**src/rtl/sha256_msg_feeder.sv**
```systemverilog
`default_nettype none
// ============================================================================
// Module   : sha256_msg_feeder
// Brief    : Byte-stream to SHA-256 block feeder with FIPS 180-4 padding and
//            chaining-value feedback; optional macro SHA256_FEEDER_DIGEST_HOLD_EN
//            holds the digest until digest_ready.
// Revision : 1.0
// ============================================================================
module sha256_msg_feeder #(
  parameter int LEN_W = 32
) (
  input  logic         clk,
  input  logic         rst_n,
  input  logic [7:0]   in_data,
  input  logic         in_valid,
  input  logic         in_last,
  input  logic         in_keep,
  output logic         in_ready,
  output logic [511:0] blk_M,
  output logic [255:0] blk_H,
  output logic         blk_valid,
  input  logic [255:0] core_H,
  input  logic         core_valid,
  output logic [255:0] digest,
  output logic         digest_valid,
  input  logic         digest_ready
);

  localparam logic [255:0] c_IV =
    256'h6a09e667_bb67ae85_3c6ef372_a54ff53a_510e527f_9b05688c_1f83d9ab_5be0cd19;

  localparam logic [2:0] c_S_IDLE  = 3'd0;
  localparam logic [2:0] c_S_FILL  = 3'd1;
  localparam logic [2:0] c_S_PAD   = 3'd2;
  localparam logic [2:0] c_S_ISSUE = 3'd3;
  localparam logic [2:0] c_S_WAIT  = 3'd4;
  localparam logic [2:0] c_S_DONE  = 3'd5;

  logic [2:0]       state_q,  state_d;
  logic [511:0]     buf_q,    buf_d;
  logic [255:0]     h_q,      h_d;
  logic [255:0]     digest_q, digest_d;
  logic [6:0]       pos_q,    pos_d;
  logic [LEN_W-1:0] cnt_q,    cnt_d;
  logic             final_q,  final_d;
  logic             pend_q,   pend_d;
  logic             pend80_q, pend80_d;

  logic [63:0]      w_len;
  logic [5:0]       w_bidx;
  logic             w_addbyte;

  assign w_len     = {{(61-LEN_W){1'b0}}, cnt_q, 3'b000};
  // Byte 0 lives in the most significant byte of the block.
  assign w_bidx    = 6'd63 - pos_q[5:0];
  assign w_addbyte = in_keep | ~in_last;

  always_comb begin
    state_d  = state_q;
    buf_d    = buf_q;
    h_d      = h_q;
    digest_d = digest_q;
    pos_d    = pos_q;
    cnt_d    = cnt_q;
    final_d  = final_q;
    pend_d   = pend_q;
    pend80_d = pend80_q;
    case (state_q)
      c_S_IDLE: begin
        buf_d    = '0;
        h_d      = c_IV;
        cnt_d    = '0;
        pos_d    = '0;
        final_d  = 1'b0;
        pend_d   = 1'b0;
        pend80_d = 1'b0;
        state_d  = c_S_FILL;
      end
      c_S_FILL: begin
        if (in_valid) begin
          if (w_addbyte) begin
            buf_d[{w_bidx, 3'b000} +: 8] = in_data;
            pos_d = pos_q + 7'd1;
            cnt_d = cnt_q + LEN_W'(1);
          end
          if (in_last) begin
            state_d = c_S_PAD;
          end else if (pos_q == 7'd63) begin
            final_d = 1'b0;
            state_d = c_S_ISSUE;
          end
        end
      end
      c_S_PAD: begin
        // A pending padding-only block is built from scratch; otherwise the
        // terminator goes right after the last message byte.
        if (pend_q) begin
          buf_d = '0;
          if (pend80_q) begin
            buf_d[511:504] = 8'h80;
          end
          buf_d[63:0] = w_len;
          final_d     = 1'b1;
          pend_d      = 1'b0;
        end else if (pos_q[6]) begin
          final_d  = 1'b0;
          pend_d   = 1'b1;
          pend80_d = 1'b1;
        end else begin
          buf_d[{w_bidx, 3'b000} +: 8] = 8'h80;
          if (pos_q <= 7'd55) begin
            buf_d[63:0] = w_len;
            final_d     = 1'b1;
          end else begin
            final_d  = 1'b0;
            pend_d   = 1'b1;
            pend80_d = 1'b0;
          end
        end
        state_d = c_S_ISSUE;
      end
      c_S_ISSUE: begin
        state_d = c_S_WAIT;
      end
      c_S_WAIT: begin
        if (core_valid) begin
          h_d = core_H;
          if (final_q) begin
            digest_d = core_H;
            state_d  = c_S_DONE;
          end else if (pend_q) begin
            state_d = c_S_PAD;
          end else begin
            buf_d   = '0;
            pos_d   = '0;
            state_d = c_S_FILL;
          end
        end
      end
      c_S_DONE: begin
`ifdef SHA256_FEEDER_DIGEST_HOLD_EN
        if (digest_ready) begin
          state_d = c_S_IDLE;
        end
`else
        state_d = c_S_IDLE;
`endif
      end
      default: begin
        state_d = c_S_IDLE;
      end
    endcase
  end

`ifndef SHA256_FEEDER_DIGEST_HOLD_EN
  logic w_unused_ready;
  assign w_unused_ready = digest_ready;
`endif

  always_ff @(posedge clk or negedge rst_n) begin
    if (!rst_n) begin
      state_q  <= c_S_IDLE;
      buf_q    <= '0;
      h_q      <= c_IV;
      digest_q <= '0;
      pos_q    <= '0;
      cnt_q    <= '0;
      final_q  <= 1'b0;
      pend_q   <= 1'b0;
      pend80_q <= 1'b0;
    end else begin
      state_q  <= state_d;
      buf_q    <= buf_d;
      h_q      <= h_d;
      digest_q <= digest_d;
      pos_q    <= pos_d;
      cnt_q    <= cnt_d;
      final_q  <= final_d;
      pend_q   <= pend_d;
      pend80_q <= pend80_d;
    end
  end

  assign in_ready     = (state_q == c_S_FILL);
  assign blk_valid    = (state_q == c_S_ISSUE);
  assign digest_valid = (state_q == c_S_DONE);
  assign blk_M        = buf_q;
  assign blk_H        = h_q;
  assign digest       = digest_q;

endmodule
`default_nettype wire
```
**config.mk**
```make
export PLATFORM = sky130hd
export DESIGN_NAME = sha256_msg_feeder
export DESIGN_NICKNAME = d
export VERILOG_FILES = /design/src/rtl/sha256_msg_feeder.sv
export SDC_FILE = /design/constraint.sdc
export NUM_CORES = 2
export LEC_CHECK = 0
export ABC_AREA = 1
export BUFFER_PORTS_ARGS = -buffer_cell sky130_fd_sc_hd__buf_4
export CAP_MARGIN = 40
export CORE_AREA = 2 2 508 510
export CTS_CLUSTER_SIZE = 20
export DETAILED_ROUTE_END_ITERATION = 10
export DIE_AREA = 0 0 510 512
export SYNTH_ARGS = -nofsm -noshare
export SYNTH_HDL_FRONTEND = slang
export SYNTH_SLANG_ARGS = --single-unit
```
**constraint.sdc**
```tcl
create_clock -name clk -period 4 [get_ports clk]
set_input_delay 0.4 -clock clk [delete_from_list [all_inputs] [get_ports clk]]
set_output_delay 0.4 -clock clk [all_outputs]
set_load 0.01 [all_outputs]
```
==> results.md <==
Routing:
- The first routing iteration left 3220 violations.
- In the routed design, unresolved DRC markers number 0.
- The first TritonRoute pass finished after 6 iterations.
- The final route contains 41000 vias.
- The count of nets left with antenna violations once routing finished came out at 0.
- The average wire per standard cell is 23.6 um.
- Dividing the detail-routed via count by the number of cells gives 4.08.
- After detailed routing, the total wire length is 237 mm.

Power:
- The combinational cell fraction of total power is 40.4%.
- Net switching is 42.2% of the power.
- The analysis attributes to net switching a power of 18.6 mW.
- Summed over all cells, the static leakage comes to 33.5 nW.
- The cell-internal power is 25.5 mW.
- The peak supply drop is 0.478 mV.
- The power per cell area is 681 nW/um^2.
- The total power after layout is 44.1 mW.
- The share of total power dissipated in the clock network is 26.5%.
- Sequential cells account for 33.1% of the total power.

Global routing:
- The initial antenna violation count is 18.
- After global routing the overflow that remains totals 0.
- The number of global-route vias before repair is 40000.
- The first-pass GRT wire length is 320 mm.
- Entering global routing, the biggest net connects 127 pins.
- For this run, the total global-route usage over all layers was measured as 17.4%.

Timing:
- The clock skew is 0.0425 ns.
- Setup repair after global routing left no endpoint under its margin.
- The total negative setup slack is 0 ns.
- The pin slew with the least headroom to its limit is 1.04 ns.
- The final count of pins violating max slew is 0.
- The final worst slack is 0.800 ns.
- After layout, the minimum clock period comes to 3.20 ns.
- The worst path uses 80.0% of the clock period.
- The highest clock frequency the design can meet is 312 MHz.
- The final setup violation count is 0.
- The worst max-slew margin expressed relative to the limit is 30.8%.
- The hold violation total from the final report is 0.
- The worst hold slack after final layout is 0.194 ns.

Cells and area:
- The number of inserted filler cells in the final layout is 27500.
- The final design instance area without fill is 64800 sq um.
- The share of final-layout standard cells stronger than drive strength 1 is 27.6%.
- Relative to the synthesized area, the layout overhead comes to 48.1%.
- The share of the core filled with cells is 25.3%.
- In the final layout, the multi-input gates occupy 14100 sq um.
- The final cell count without fillers is 10000.
- The storage element area is 26900 sq um.
- The layout net count is 6810.

Floorplanning:
- 1298 I/O pins were placed.
- The die area is 261000 sq um.
- In this run the core area contains 186 standard-cell rows.
- The starting density of the core is 17.1%.
- The height of the die is 512 um.
- From left edge to right edge, the die measures 510 um.
- After floorplanning, the core was sized to cover 256000 sq um.

Worst setup path:
- The signal arrival time at the worst endpoint is 3.87 ns.
- The top fanout value on the critical path is 17.
- The number of cells traversed by the worst register-to-register path is 14.
- STA classifies the critical path endpoint as a flip-flop.
- The launch point of the worst reg-to-reg path is pos_q[0].
- In this run the register-to-register setup slack is 0.80 ns.
- STA puts the critical path data required time at 4.67 ns.
- The endpoint identified for the worst register-to-register timing path is blk_M[363].
- The worst setup path is launched from a flip-flop.
- The critical path is of the reg -> reg type.

Hold path:
- The tightest min-delay check is of the in -> reg type.
- The worst hold path begins at core_H[61].
- The destination of the worst hold path is blk_H[61].
- Along the worst hold path, the cell count comes to 3.

Clock network:
- The TritonCTS clock tree is yes.
- The number of gates given a new drive strength after cts is 0.
- The worst-case clock buffer depth is 3.
- The TritonCTS sink count is 1069.
- The clock insertion delay at the later pin of the skew report is 0.77 ns.
- The root buffer cell chosen for the clock tree is sky130_fd_sc_hd__clkbuf_16.
- The clock tree synthesis step divided the H-tree into 3 levels.
- Clock-pin slew was measured on the worst setup and hold paths at 0.06 ns.
- The number of buffers added by the clock tree synthesis step is 119.

Placed design:
- The half-perimeter wire length after placement is 185 mm.
- The post-place setup slack is 0.740 ns.
- The cell count after placement is 9540.
- At the end of routability-driven placement, the weighted congestion stood at 0.898.
- In this run the cell area measured after placement is 58100 sq um.
- The count of port buffers added during placement is 1296.

Synthesis:
- Counting every net in the synthesized netlist gives 5251.
- The mean cell area of the mapped netlist is 8.79 sq um.
- In the post-synthesis netlist, the biggest area contributors are sky130_fd_sc_hd__dfrtp_1 (53%), sky130_fd_sc_hd__nand2_1 (10%), sky130_fd_sc_hd__dfstp_2 (8.2%).
- The cell count after synthesis came out at 4978.
- The prevailing post-synth register cell is sky130_fd_sc_hd__dfrtp_1.
- The commonest cells after synthesis are sky130_fd_sc_hd__nand2_1 (1171), sky130_fd_sc_hd__dfrtp_1 (933), sky130_fd_sc_hd__nor2_1 (891).
- Of all cell types, the one taking the most synthesized area is sky130_fd_sc_hd__dfrtp_1.
- Sequential cells were found to cover 61.5% of the synthesized design area.
- The count of flip-flops with a built-in enable after synthesis is 0.
- The synthesized netlist occupies a cell area of 43700 sq um.
- The most frequent cell after synthesis is sky130_fd_sc_hd__nand2_1.
- In this run, synthesis produced a sequential element count of 1069.
- The number of distinct library cell variants in the gate-level netlist after synthesis is 39.
- During synthesis, Yosys emitted a total of 0 warnings.
- The fraction of registers with async set or reset after synthesis is 100%.
- Of the post-synthesis cell area, the dominant cell type holds 53.4%.

Run:
- Across the run, the number of max-cap violations was 0.

Outcome:
- The flow ran to the end, and the final reports show no timing, DRC or antenna violations.
## critical path, stage by stage (launching register included)
cell	delay, ns
sky130_fd_sc_hd__dfrtp_1	0.47
sky130_fd_sc_hd__nand3_2	0.20
sky130_fd_sc_hd__inv_1	0.11
sky130_fd_sc_hd__nand2_1	0.11
sky130_fd_sc_hd__nand2_2	0.11
sky130_fd_sc_hd__buf_4	0.27
sky130_fd_sc_hd__nand2_1	0.10
sky130_fd_sc_hd__inv_1	0.15
sky130_fd_sc_hd__nand2_1	0.07
sky130_fd_sc_hd__buf_4	0.18
sky130_fd_sc_hd__inv_2	0.30
sky130_fd_sc_hd__nand2_1	0.37
sky130_fd_sc_hd__inv_1	0.42
sky130_fd_sc_hd__nor2_1	0.10
sky130_fd_sc_hd__nor2_1	0.13
## kinds of logic (layout without fill, tap and decap cells)
group / count (synthesis) / count (layout) / share of synthesized area, %
AOI/OAI and AO/OA: 865 / 865 / 10.8
xor gates and xnor gates: 9 / 9 / 0.180
adders and majority gates: 2 / 2 / 0.0572
buffers and inverters: 724 / 2384 / 6.48
DFF: 1069 / 1069 / 61.5
other: 0 / 6 / 0
and+or+nand+nor: 2309 / 2309 / 20.9
## sequential cells by signal, indices dropped and copies added (netlist names)
register  count
state_q       3
pend_q        1
blk_H       256
digest      256
pos_q         7
pend80_q      1
cnt_q        32
final_q       1
blk_M       512
## final cells by class
type                       instances  area share [%]
tap                             3384            6.53
timing repair buffer            1693            21.1
sequential                      1069            41.5
inverter                         469            2.74
clock inverter                    53            1.14
antenna                            6          0.0232
clock buffer                     169            5.21
multi-input combinational       3185            21.7
## how the worst max path moves through the flow
stage,start,endpoint,slack (ns),cells past startpoint
after floorplan,pos_q[0],blk_M[103],1.82,14
after global placement,pos_q[0],blk_M[38],0.76,12
after detailed placement,pos_q[0],blk_M[35],0.74,12
after CTS,pos_q[0],blk_M[35],0.73,12
after global routing,pos_q[0],blk_M[37],0.47,12
final,pos_q[0],blk_M[363],0.80,14
## what timing repair did
item / in CTS / in global routing
setup buffers: 0 / 0
hold buffers: 259 / 0
hold endpoints to repair: 555 / 0
## cell usage in the layout (no fill, tap or decap), types with 8 or more instances in the layout
cell                            count
sky130_fd_sc_hd__a21oi_1           56
sky130_fd_sc_hd__clkbuf_16        119
sky130_fd_sc_hd__inv_2             18
sky130_fd_sc_hd__dfstp_2          136
sky130_fd_sc_hd__bufinv_16         12
sky130_fd_sc_hd__nor3_1            80
sky130_fd_sc_hd__nand2_2           14
sky130_fd_sc_hd__dlygate4sd3_1    259
sky130_fd_sc_hd__nand2_1         1162
sky130_fd_sc_hd__a22oi_1          138
sky130_fd_sc_hd__inv_1            442
sky130_fd_sc_hd__o22ai_1           20
sky130_fd_sc_hd__nor2_4            10
sky130_fd_sc_hd__buf_12            24
sky130_fd_sc_hd__nor2_2            10
sky130_fd_sc_hd__nor2_1           886
sky130_fd_sc_hd__clkbuf_1          29
sky130_fd_sc_hd__o21ai_0          635
sky130_fd_sc_hd__nand3_1          107
sky130_fd_sc_hd__nand4_1           21
sky130_fd_sc_hd__clkbuf_8          21
sky130_fd_sc_hd__xor2_1             8
sky130_fd_sc_hd__dfrtp_1          933
sky130_fd_sc_hd__clkinv_2          24
sky130_fd_sc_hd__buf_4           1408
## power by group through the flow
stage          clock network [mW]  registers, mW  logic, mW
2_1_floorplan                   0           15.5       6.66
3_3_place_gp                    0           14.7       18.0
3_5_place_dp                    0           14.7       18.1
4_1_cts                      11.9           14.6       18.3
5_1_grt                      12.3           14.8       19.3
6_report                     11.7           14.6       17.8
## metal layers
metal  share of wire, %  vias up  GRT usage [%]  wire, um
met5              0.011        -              0        27
met4                6.0        4           9.62     14100
met3                6.9      364           3.82     16400
met2                 51     1792           31.3    121000
met1                 36    19900           18.7     85600
li1                   -    18900              -         -
Power figures use the tool's default switching activity.
